File: config.mk
export PLATFORM = sky130hd
export DESIGN_NAME = turn_scheduler
export DESIGN_NICKNAME = d
export VERILOG_FILES = /design/src/rtl/game_pkg.sv /design/src/rtl/lfsr8.sv /design/src/rtl/turn_scheduler.sv
export SDC_FILE = /design/constraint.sdc
export NUM_CORES = 1
export LEC_CHECK = 0
export BUFFER_PORTS_ARGS = -buffer_cell sky130_fd_sc_hd__buf_2
export CAP_MARGIN = 20
export CORE_ASPECT_RATIO = 1.75
export CORE_MARGIN = 10
export CORE_UTILIZATION = 25
export CTS_BUF_LIST = sky130_fd_sc_hd__clkbuf_4 sky130_fd_sc_hd__clkbuf_8 sky130_fd_sc_hd__clkbuf_16
export CTS_CLUSTER_SIZE = 30
export DETAILED_ROUTE_END_ITERATION = 7
export PLACE_DENSITY = 0.48
export SLEW_MARGIN = 20
export SYNTH_ARGS = -nofsm -noshare
export SYNTH_HDL_FRONTEND = slang
export SYNTH_SLANG_ARGS = --single-unit
File: constraint.sdc
create_clock -name clk -period 8.53 [get_ports clk]
set_input_delay 1.2795 -clock clk [delete_from_list [all_inputs] [get_ports clk]]
set_output_delay 1.2795 -clock clk [all_outputs]
set_load 0.005 [all_outputs]
File: src/rtl/game_pkg.sv
// Shared types and constants for the turn scheduler and its LFSR.
// Latency: n/a (declarations only).
// Backpressure: n/a.
package game_pkg;

    localparam int NUM_COLS_DEF = 7;
    localparam logic [7:0] LFSR_SEED = 8'hA5;

    typedef enum logic [2:0] {
        IDLE,
        TURN,
        ISSUE,
        AUTO,
        DONE
    } state_t;

    localparam logic [1:0] WIN_NONE = 2'b00;
    localparam logic [1:0] WIN_P1   = 2'b01;
    localparam logic [1:0] WIN_P2   = 2'b10;
    localparam logic [1:0] WIN_DRAW = 2'b11;

endpackage

File: src/rtl/lfsr8.sv
// Free-running 8-bit Fibonacci LFSR (x^8+x^6+x^5+x^4+1) used to pick auto-move columns.
// Latency: new value every cycle, no enable.
// Backpressure: none; consumers sample whenever they need a value.
module lfsr8
    import game_pkg::*;
(
    input  logic       clk,
    input  logic       rst_n,
    output logic [7:0] value
);

    always_ff @(posedge clk or negedge rst_n) begin
        if (!rst_n) begin
            value <= LFSR_SEED;
        end else begin
            value <= {value[6:0], value[7] ^ value[5] ^ value[4] ^ value[3]};
        end
    end

endmodule

File: src/rtl/turn_scheduler.sv
// Two-player turn scheduler: accepts moves, runs the turn timer, auto-plays on timeout.
// Latency: one cycle from input strobe to registered outputs.
// Backpressure: move_req is held with stable column/player until the board returns move_ack.
module turn_scheduler
    import game_pkg::*;
#(
    parameter  int NUM_COLS = NUM_COLS_DEF,
    localparam int COL_W    = $clog2(NUM_COLS)
) (
    input  logic             clk,
    input  logic             rst_n,
    input  logic             start,
    input  logic             p1_move_valid,
    input  logic [COL_W-1:0] p1_col,
    input  logic             p2_move_valid,
    input  logic [COL_W-1:0] p2_col,
    input  logic             timer_timeout,
    output logic             timer_enable,
    output logic             timer_reset,
    output logic             move_req,
    output logic [COL_W-1:0] move_col,
    output logic             move_player,
    input  logic             move_ack,
    input  logic             move_legal,
    input  logic             win,
    input  logic             draw,
    output logic             current_player,
    output logic             game_over,
    output logic [1:0]       winner
);

    localparam logic [COL_W:0]   NC_W     = (COL_W+1)'(NUM_COLS);
    localparam logic [COL_W-1:0] LAST_COL = COL_W'(NUM_COLS - 1);
    localparam logic [7:0]       LFSR_MOD = 8'(NUM_COLS);

    state_t           state_q, state_d;
    logic             cur_d;
    logic [1:0]       winner_d;
    logic [COL_W-1:0] col_d;
    logic             mpl_d;
    logic             req_d;
    logic             trst_d;
    logic [COL_W-1:0] attempt_q, attempt_d;

    logic [7:0]       lfsr_val;
    logic [COL_W-1:0] lfsr_col;
    logic             sel_vld;
    logic [COL_W-1:0] sel_col;
    logic             mv_ok;
    logic             ack_ok;

    lfsr8 u_lfsr (
        .clk   (clk),
        .rst_n (rst_n),
        .value (lfsr_val)
    );

    assign lfsr_col = COL_W'(lfsr_val % LFSR_MOD);
    assign sel_vld  = current_player ? p2_move_valid : p1_move_valid;
    assign sel_col  = current_player ? p2_col : p1_col;
    assign mv_ok    = sel_vld && ({1'b0, sel_col} < NC_W);
    // An ack only counts while a request is actually on the wire; this also
    // drops acks that arrive in the one-cycle gap between auto retries.
    assign ack_ok   = move_ack && move_req;

    always_comb begin
        state_d   = state_q;
        cur_d     = current_player;
        winner_d  = winner;
        col_d     = move_col;
        mpl_d     = move_player;
        req_d     = 1'b0;
        trst_d    = 1'b0;
        attempt_d = attempt_q;

        case (state_q)
            IDLE, DONE: begin
                if (start) begin
                    state_d  = TURN;
                    cur_d    = 1'b0;
                    winner_d = WIN_NONE;
                    trst_d   = 1'b1;
                end
            end
            TURN: begin
                // A real move beats a same-cycle timeout.
                if (mv_ok) begin
                    state_d = ISSUE;
                    col_d   = sel_col;
                    mpl_d   = current_player;
                    req_d   = 1'b1;
                end else if (timer_timeout) begin
                    state_d   = AUTO;
                    col_d     = lfsr_col;
                    mpl_d     = current_player;
                    attempt_d = '0;
                    req_d     = 1'b1;
                end
            end
            ISSUE, AUTO: begin
                req_d = 1'b1;
                if (ack_ok) begin
                    req_d = 1'b0;
                    if (move_legal) begin
                        if (win) begin
                            state_d  = DONE;
                            winner_d = current_player ? WIN_P2 : WIN_P1;
                        end else if (draw) begin
                            state_d  = DONE;
                            winner_d = WIN_DRAW;
                        end else begin
                            state_d = TURN;
                            cur_d   = ~current_player;
                            trst_d  = 1'b1;
                        end
                    end else if (state_q == ISSUE) begin
                        // Rejected manual move: same player retries on the remaining time.
                        state_d = TURN;
                    end else if (attempt_q == LAST_COL) begin
                        state_d  = DONE;
                        winner_d = WIN_DRAW;
                    end else begin
                        attempt_d = attempt_q + 1'b1;
                        col_d     = (move_col == LAST_COL) ? '0 : move_col + 1'b1;
                    end
                end
            end
            default: state_d = IDLE;
        endcase
    end

    always_ff @(posedge clk or negedge rst_n) begin
        if (!rst_n) begin
            state_q        <= IDLE;
            current_player <= 1'b0;
            winner         <= WIN_NONE;
            game_over      <= 1'b0;
            move_req       <= 1'b0;
            move_col       <= '0;
            move_player    <= 1'b0;
            timer_enable   <= 1'b0;
            timer_reset    <= 1'b1;
            attempt_q      <= '0;
        end else begin
            state_q        <= state_d;
            current_player <= cur_d;
            winner         <= winner_d;
            game_over      <= (state_d == DONE);
            move_req       <= req_d;
            move_col       <= col_d;
            move_player    <= mpl_d;
            timer_enable   <= (state_d == TURN);
            timer_reset    <= trst_d;
            attempt_q      <= attempt_d;
        end
    end

endmodule

[After elaboration in Yosys (flattened, before gate mapping)]
Index checks and enable logic that the tools add are counted.
Storage, ports and cells
  register bits after elaboration: 25
  input port bits: 16
  output and inout bits: 11
  logic and storage cells: 108
Operators by class
  add/subtract/negate cells: 2
  divide/modulo/power cells: 1
  magnitude comparators: 1
  equality and inequality tests: 22
  multiplexer cells: 54
  bitwise logic cells: 4
  reductions and logical operators: 13
Operator list (number)
  2-to-1 mux 3 bit: 23
  != test 2 bit, second input constant: 10
  AND reduction 6 bit: 3
  2-to-1 mux 1 bit: 16
  2-to-1 mux 2 bit: 8
  equality test 3 bit, second input constant: 4
  case mux 3 bit (2 select lines): 2
  != test 3 bit, second input constant: 3
  case mux 3 bit (3 select lines): 1
  remainder unit 8 x 3 -> 8 bit, second input constant: 1
  AND reduction 7 bit: 1
  adder 3 x 1 -> 3 bit, second input constant: 2
  equality test 3 x 1 -> 1 bit, second input constant: 2
  equality test 3 x 2 -> 1 bit, second input constant: 2
  case mux 1 bit (2 select lines): 3
  nonzero test 2 bit: 3
  != test 4 bit, second input constant: 1
  case mux 2 bit (2 select lines): 1
  OR reduction 2 bit: 2
  zero test 3 bit: 1
  < comparator 3 bit, second input constant: 1
  XOR 1 bit: 3
  logical AND 1 bit: 2
  AND reduction 2 bit: 1
  NOT 1 bit: 1

[Logic depth before layout (Yosys ltp)]
Gate-level depths: netlist of run 1.
  depth after elaboration: 7
  mapped depth: 17

[Modules after synthesis]
A second synthesis of run 1 with hierarchy kept.
Second synthesis, totals
  cell total of the unflattened synthesis: 192
  area, all modules: 1742.9 µm²
By module, submodules not included
  turn_scheduler: times used 1, cells an instance 181, area an instance 1511.4 µm², sequential area each 426.7 µm²
  lfsr8: times used 1, cells an instance 11, area an instance 231.5 µm², sequential area each 205.2 µm²

[Worst setup path after synthesis of run 1]
No wires, ideal clock.
  kind: register to register
  from: reg u_lfsr.value[7]
  to: reg move_col[0]
  data arrival time: 2859 ps
  required time: 8396 ps
  path slack: 5537 ps
  stages on the path, launching flop included: 17
  buffers on the path: 1
  clock period less this slack: 2993 ps
  cells stage by stage: dfstp_2 -> clkbuf_4 -> nand2_1 -> a22oi_1 -> o221a_2 -> and2_1 -> inv_1 -> ha_1 -> inv_1 -> o21a_4 -> o21ai_0 -> xor2_1 -> ha_1 -> inv_1 -> a2111oi_4 -> nor4b_1 -> nor3b_2
On the way
  longest elaborated chain between the ends: 4
RTL lines
  start, declared: line lfsr8.sv:9  | output logic [7:0] value
  start signal, assigned: line lfsr8.sv:16  | value <= {value[6:0], value[7] ^ value[5] ^ value[4] ^ value[3]};
  remainder unit 8 x 3 -> 8 bit: line turn_scheduler.sv:58  | assign lfsr_col = COL_W'(lfsr_val % LFSR_MOD);
  2-to-1 mux 3 bit: line turn_scheduler.sv:92  | end else if (timer_timeout) begin
  2-to-1 mux 3 bit: line turn_scheduler.sv:87  | if (mv_ok) begin
  case mux 3 bit (2 select lines): line turn_scheduler.sv:76  | case (state_q)
  end signal, assigned: line turn_scheduler.sv:150  | move_col <= col_d;
  end, declared: line turn_scheduler.sv:21  | output logic [COL_W-1:0] move_col,
No other way between the ends. The select of a mux whose other input is x is not followed.
A chain may end at the register's enable or synchronous reset.

[Final worst setup path of run 1]
Ends and elaborated chain as after synthesis.

==> impl_metrics.csv, run 1 <==
group,metric,value,unit
route,drt_wl_total,4.78,mm
synth,synth_nets,220,
synth,synth_area_per_cell,8.96,µm²
floorplanning,core_area,6910,µm²
clock_network,h-tree-depth,1,
place,dp_hpwl,3.76,mm
synth,synth_cell_types,59,
worst_setup_path,path_cells,"a211oi_1 > o22ai_1 > o221a_2 > and2_1 > inv_1 > ha_1 > inv_1 > o21a_4 > o21ai_0 > xor2_1 > ha_1 > inv_1 > a2111oi_4 > nor4b_1 > nor3b_2",
synth,async_reset_ff_share,100,%
finish,final_util,29.7,%
finish,drive_gt1_share,22.6,%
worst_setup_path,rrSetupSlack,5220,ps
grt,grt_pass1_wl,7.91,mm
clock_network,path_clk_slew,70,ps
timing,hold_viol_final,0,
timing,timing.fmax,302,MHz
synth,synth_seq_cells,25,
finish,nFillCells,739,
route,viasPerCell,5.25,
power,power.leakage,0.000871,µW
synth,synth_edf_count,0,
worst_setup_path,cp.required,8670,ps
worst_setup_path,slowest_delay,690,ps
timing,fin_tns_setup,0,ps
timing,slew_viol_final,0,
grt,antenna_found_initial,0,
place,place_congestion,0.762,
hold_path,min_path_cells,0,
clock_network,clock_latency,270,ps
timing,setup_viol_count_final,0,
clock_network,hold_buffers,0,
finish,final_common_cell,"buf_2",
route,drc,0,
place,port_buffers,26,
floorplanning,start_util,26.0,%
synth,synthTopCellsByArea,"dfrtp_1 28%, dfstp_2 7.3%, o21ai_0 5.3%, nand2_1 4.0%, a21oi_1 3.1%",
synth,yosysTopAreaCell,"dfrtp_1",
finish,antenna_cells,0,
worst_setup_path,slowest_stage,"dfstp_2",
timing,fin_crit,3310,ps
finish,area_delta_synth_final,14.2,%
worst_setup_path,startpoint_type,"register",
worst_setup_path,r2r-start,"u_lfsr.value[7]",
clock_network,postCtsSetupRepairBufs,0,
clock_network,cts_sinks,25,
hold_path,min_from,"u_lfsr.value[0]",
grt,grt.total_usage,8.44,%
worst_setup_path,crit_top_cell,"inv_1",
clock_network,clk_path_buf_depth,2,
timing,tightest_slew,925,ps
floorplanning,rows,40,
route,wl_per_cell,15.7,µm
hold_path,hold_end,"u_lfsr.value[1]",
route,dr_total_vias,1600,
hold_path,hp-class,"register to register",
synth,synth_area,1790,µm²
floorplanning,die_h,132,µm
timing,min_period_over_period,38.8,%
timing,fin_skew,8.59,ps
run_status,status,"finished clean",
finish,mostFrequentLayoutCells,"26 x buf_2, 20 x dfrtp_1, 19 x nand2_1, 19 x o21ai_0, 11 x a21oi_1",
worst_setup_path,rr_endpoint,"move_col[0]",
grt,grt_max_degree,26,
floorplanning,die-area,11100,µm²
clock_network,cts_tree,"done",
power,p_sw,191,µW
power,seq_power_share,38.0,%
power,finalPower,488,µW
timing,rsz0062_at_grt,"false",
worst_setup_path,arrival,3450,ps
route,drtPass1Iterations,4,
grt,overflow,0,
synth,yosysSeqAreaShare,35.2,%
route,ant_nets,0,
synth,synth_flop_cell,"dfrtp_1",
power,swShare,39.1,%
synth,ys_warn_count,0,
synth,netlist_instances,200,
timing,slew_headroom,37.8,%
clock_network,cts_inserted_buffers,3,
floorplanning,num_io_pins,27,
worst_setup_path,crit_path_end_kind,"register",
power,ir_drop,0.0946,mV
job,maxCapViolations,0,
power,p_int,297,µW
clock_network,post_cts_resized,0,
power,clock_power_share,22.8,%
synth,synth_top_area_share,27.9,%
power,combPwrFrac,39.2,%
worst_setup_path,rr_worst_depth,15,
worst_setup_path,worstSetupPathType,"register to register",
grt,grt_pass1_vias,1602,
finish,layout.nets,242,
power,p_per_area,238,nW/µm²
floorplanning,fp.dieW,84.0,µm
worst_setup_path,timing.critical_path.fanout_max,14,
clock_network,root_buffer,"clkbuf_16",
route,drt_iter0_drc,81,
worst max-delay path, delay by kind of cell (launching register included):
kind,cells,cell delay (ps)
AOI/OAI and AO/OA,6,920
DFF,1,690
and+or+nand+nor,3,670
adders and majority gates,2,410
buffers and inverters,3,320
xor gates and xnor gates,1,160
metal layers:
| metal | GRT usage [%] | vias to the layer above | routed length, µm | part of all wire [%] |
|---|---|---|---|---|
| li1 | - | 788 | - | - |
| met1 | 8.43 | 781 | 1920 | 40 |
| met2 | 16.4 | 27 | 2630 | 55 |
| met3 | 1.67 | 4 | 175 | 3.7 |
| met4 | 2.99 | 0 | 59 | 1.2 |
| met5 | 0 | - | 0 | 0 |
synthesized netlist by cell type, types with 2 or more instances:
cell	number
a22oi_1	2
a31oi_1	4
nor3_1	5
a211o_1	2
mux2_2	3
nand2_1	19
mux2i_1	4
a21oi_1	11
nor4b_1	2
and3_1	2
nand2b_1	3
o2bb2ai_1	2
buf_2	2
xnor2_1	2
dfrtp_1	20
nor2b_1	3
o22ai_1	3
nand3_1	10
a211oi_1	4
o211ai_1	3
dfstp_2	5
inv_1	10
a21o_1	3
ha_1	4
clkbuf_1	2
or3b_2	2
and2_1	4
xor2_1	4
o21ai_0	19
nor2_1	8
o31ai_1	3
buf_6	3
final cells by class:
type | count | area, µm² | area share (%)
clock inverters | 1 | 8.76 | 0.428
clock buffers | 3 | 75.1 | 3.67
multi-input cells | 156 | 1060 | 51.7
repair buffers | 26 | 130 | 6.35
well taps | 84 | 105 | 5.13
inverters | 10 | 37.5 | 1.83
flip-flops and latches | 25 | 632 | 30.8
how the worst max path moves through the flow:
| stage | end | start |
|---|---|---|
| floorplan | move_col[0] | u_lfsr.value[7] |
| global placement | move_col[0] | move_legal |
| detailed placement | move_col[0] | move_legal |
| CTS | move_col[0] | u_lfsr.value[7] |
| global route | move_col[1] | u_lfsr.value[3] |
| finish | move_col[0] | u_lfsr.value[7] |
state kept, by name, summed over array words and instances (netlist names), 2 cells and up:
register and flops:
u_lfsr.value 8, winner 2, state_q 3, move_col 3, attempt_q 3
power groups by stage:
stage	logic, µW	registers, µW	clock network (µW)
6_report	192	185	111
3_5_place_dp	194	187	0
3_3_place_gp	193	187	0
4_1_cts	196	185	113
5_1_grt	218	190	117
2_1_floorplan	128	181	0
stage by stage:
step / setup slack [ps] / hold slack (ps) / area (µm²) / cells
finish: 5220 / 438 / 2050 / 305
global route: 4960 / 447 / 2050 / 305
CTS: 5180 / 440 / 2050 / 305
detailed placement: 5030 / 428 / 1960 / 301
global placement: 5050 / 432 / 1960 / 301
floorplan: 5540 / 400 / 1790 / 200
logic make-up after synthesis:
| family | count (synthesis) | share of synthesized area [%] |
|---|---|---|
| compound gates | 71 | 28.6 |
| xor+xnor | 6 | 2.93 |
| fa+ha+maj | 4 | 2.79 |
| buf+inv | 19 | 5.65 |
| flops | 25 | 35.2 |
| mux | 7 | 4.12 |
| simple gates | 68 | 20.7 |
Note: power is estimated with default switching activity, not from simulation.
==> run 2, diff against run 1 <==
--- a/config.mk
+++ b/config.mk
@@ -13,7 +13,7 @@
 export CTS_BUF_LIST = sky130_fd_sc_hd__clkbuf_4 sky130_fd_sc_hd__clkbuf_8 sky130_fd_sc_hd__clkbuf_16
 export CTS_CLUSTER_SIZE = 30
 export DETAILED_ROUTE_END_ITERATION = 7
-export PLACE_DENSITY = 0.48
+export PLACE_DENSITY = 0.5
 export SLEW_MARGIN = 20
 export SYNTH_ARGS = -nofsm -noshare
 export SYNTH_HDL_FRONTEND = slang
==> constraint.sdc (replaced) <==
create_clock -name clk -period 3 [get_ports clk]
set_input_delay 0.45 -clock clk [delete_from_list [all_inputs] [get_ports clk]]
set_output_delay 0.45 -clock clk [all_outputs]
set_load 0.005 [all_outputs]
==> impl_metrics.csv, run 2 (synthesis results as in run 1) <==
group,metric,value,unit
run_status,status,"finished clean",
floorplanning,num_io_pins,27,
clock_network,h-tree-depth,1,
timing,timing.fmax,338,MHz
clock_network,clk_path_buf_depth,2,
finish,top_register,"u_lfsr.value",
route,drt_wl_total,5.37,mm
timing,slew_viol_final,0,
timing,slew_headroom,57.5,%
power,power.leakage,0.00100,µW
finish,drive_gt1_share,36.6,%
route,dr_total_vias,1697,
timing,fin_crit,2960,ps
route,drc,0,
place,port_buffers,26,
timing,setup_viol_count_final,0,
finish,layout.nets,267,
power,finalPower,1420,µW
place,placed_area,2080,µm²
finish,mostFrequentLayoutCells,"26 x buf_2, 23 x buf_4, 19 x dfrtp_1",
clock_network,clock_latency,260,ps
finish,area_delta_synth_final,28.9,%
timing,min_period_over_period,98.5,%
grt,grt_pass1_wl,8.40,mm
timing,hold_viol_final,0,
finish,final_common_cell,"buf_2",
place,dp_hpwl,4.06,mm
clock_network,cts_tree,"done",
route,drt_iter0_drc,90,
place,place_congestion,0.801,
finish,antenna_cells,0,
power,p_per_area,613,nW/µm²
clock_network,cts_inserted_buffers,3,
worst_setup_path,slowest_delay,600,ps
worst_setup_path,crit_path_end_kind,"register",
worst_setup_path,slowest_stage,"dfstp_2",
route,wl_per_cell,16.3,µm
hold_path,hp-class,"primary input to asynchronous set/reset pin",
grt,overflow,0,
finish,final_util,33.5,%
floorplanning,die-area,11100,µm²
finish,largest_register_ffs,8,
timing,rsz0062_at_grt,"true",
finish,stdcell_count,330,
floorplanning,die_h,132,µm
grt,antenna_found_initial,0,
timing,tightest_slew,632,ps
floorplanning,rows,40,
worst_setup_path,timing.critical_path.fanout_max,6,
floorplanning,core_area,6910,µm²
route,viasPerCell,5.14,
route,drtPass1Iterations,4,
clock_network,cts_sinks,25,
power,ir_drop,0.288,mV
grt,grt_pass1_vias,1734,
timing,fin_tns_setup,0,ps
job,maxCapViolations,0,
timing,fin_skew,4.11,ps
clock_network,hold_buffers,0,
route,ant_nets,0,
worst_setup_path,arrival,3100,ps
finish,stdcell_area,2310,µm²
place,dp.cells,316,
clock_network,root_buffer,"clkbuf_16",
grt,grt_max_degree,26,
worst_setup_path,worstSetupPathType,"register to register",
worst_setup_path,cp.required,3140,ps
worst_setup_path,startpoint_type,"register",
worst_setup_path,path_cells,"buf_6 > nor2_1 > o22ai_1 > o221a_2 > and2_4 > inv_2 > ha_4 > inv_4 > o21a_4 > o21ai_2 > xor2_1 > ha_2 > inv_4 > a2111oi_4 > nand3_1 > nor3b_2",
worst_setup_path,crit_top_cell,"inv_4",
clock_network,path_clk_slew,70,ps
floorplanning,start_util,26.0,%
floorplanning,fp.dieW,84.0,µm
grt,grt.total_usage,9.03,%
## run 2: per-stage QoR
step	hold slack, ps	worst slack, ps
after floorplan	154	6.72
after global placement	431	93.2
after detailed placement	434	12.3
after CTS	197	10.4
after global routing	233	-57.3
final	175	43.6
## run 2: area by class of cell
cell class	count	area, µm²
Inverter	10	42.5
Timing Repair Buffer	51	325
Clock buffer	3	75.1
Fill cell	727	4600
Tap cell	84	105
Sequential cell	25	633
Multi-Input combinational cell	156	1120
Clock inverter	1	8.76
## run 2: path summary, 6_finish.rpt
| check | startpoint | to | slack [ps] | depth (start not counted) |
|---|---|---|---|---|
| min in group clk | u_lfsr.value[0] | u_lfsr.value[1] | 450 | 0 |
| worst max-delay path | u_lfsr.value[7] | move_col[0] | 40 | 16 |
| worst min-delay path | rst_n | timer_enable | 180 | 1 |
| worst max register to register | u_lfsr.value[7] | move_col[0] | 40 | 16 |
| max in group asynchronous | rst_n | u_lfsr.value[4] | 2410 | 1 |
| worst min register to register | u_lfsr.value[0] | u_lfsr.value[1] | 450 | 0 |
## run 2: per-layer routing
metal | global-route usage (%) | up-vias | part of all wire (%)
met4 | 4.58 | 0 | 2.3
met2 | 18.6 | 37 | 59
li1 | - | 837 | -
met3 | 0.990 | 8 | 2.4
met5 | 0 | - | 0
met1 | 8.03 | 815 | 36
## run 2: where the power goes
part / switching [µW] / internal, µW / total (µW)
Clock: 135 / 184 / 319
Sequential: 93.0 / 435 / 528
Combinational: 322 / 248 / 570
## run 2: repair_timing
item / CTS / global route
pin swaps: 0 / 13
buffers inserted: 0 / 10
setup endpoints to repair: 1 / 3
resized for setup: 1 / 26
## run 2: critical path: cells and delay by family, from the launching register on
kind                       cells  cell delay, ps
AOI/OAI and AO/OA              5             910
DFF                            1             600
and+or+nand+nor                4             480
adders and majority gates      2             390
buffers and inverters          4             290
xor gates and xnor gates       1             160
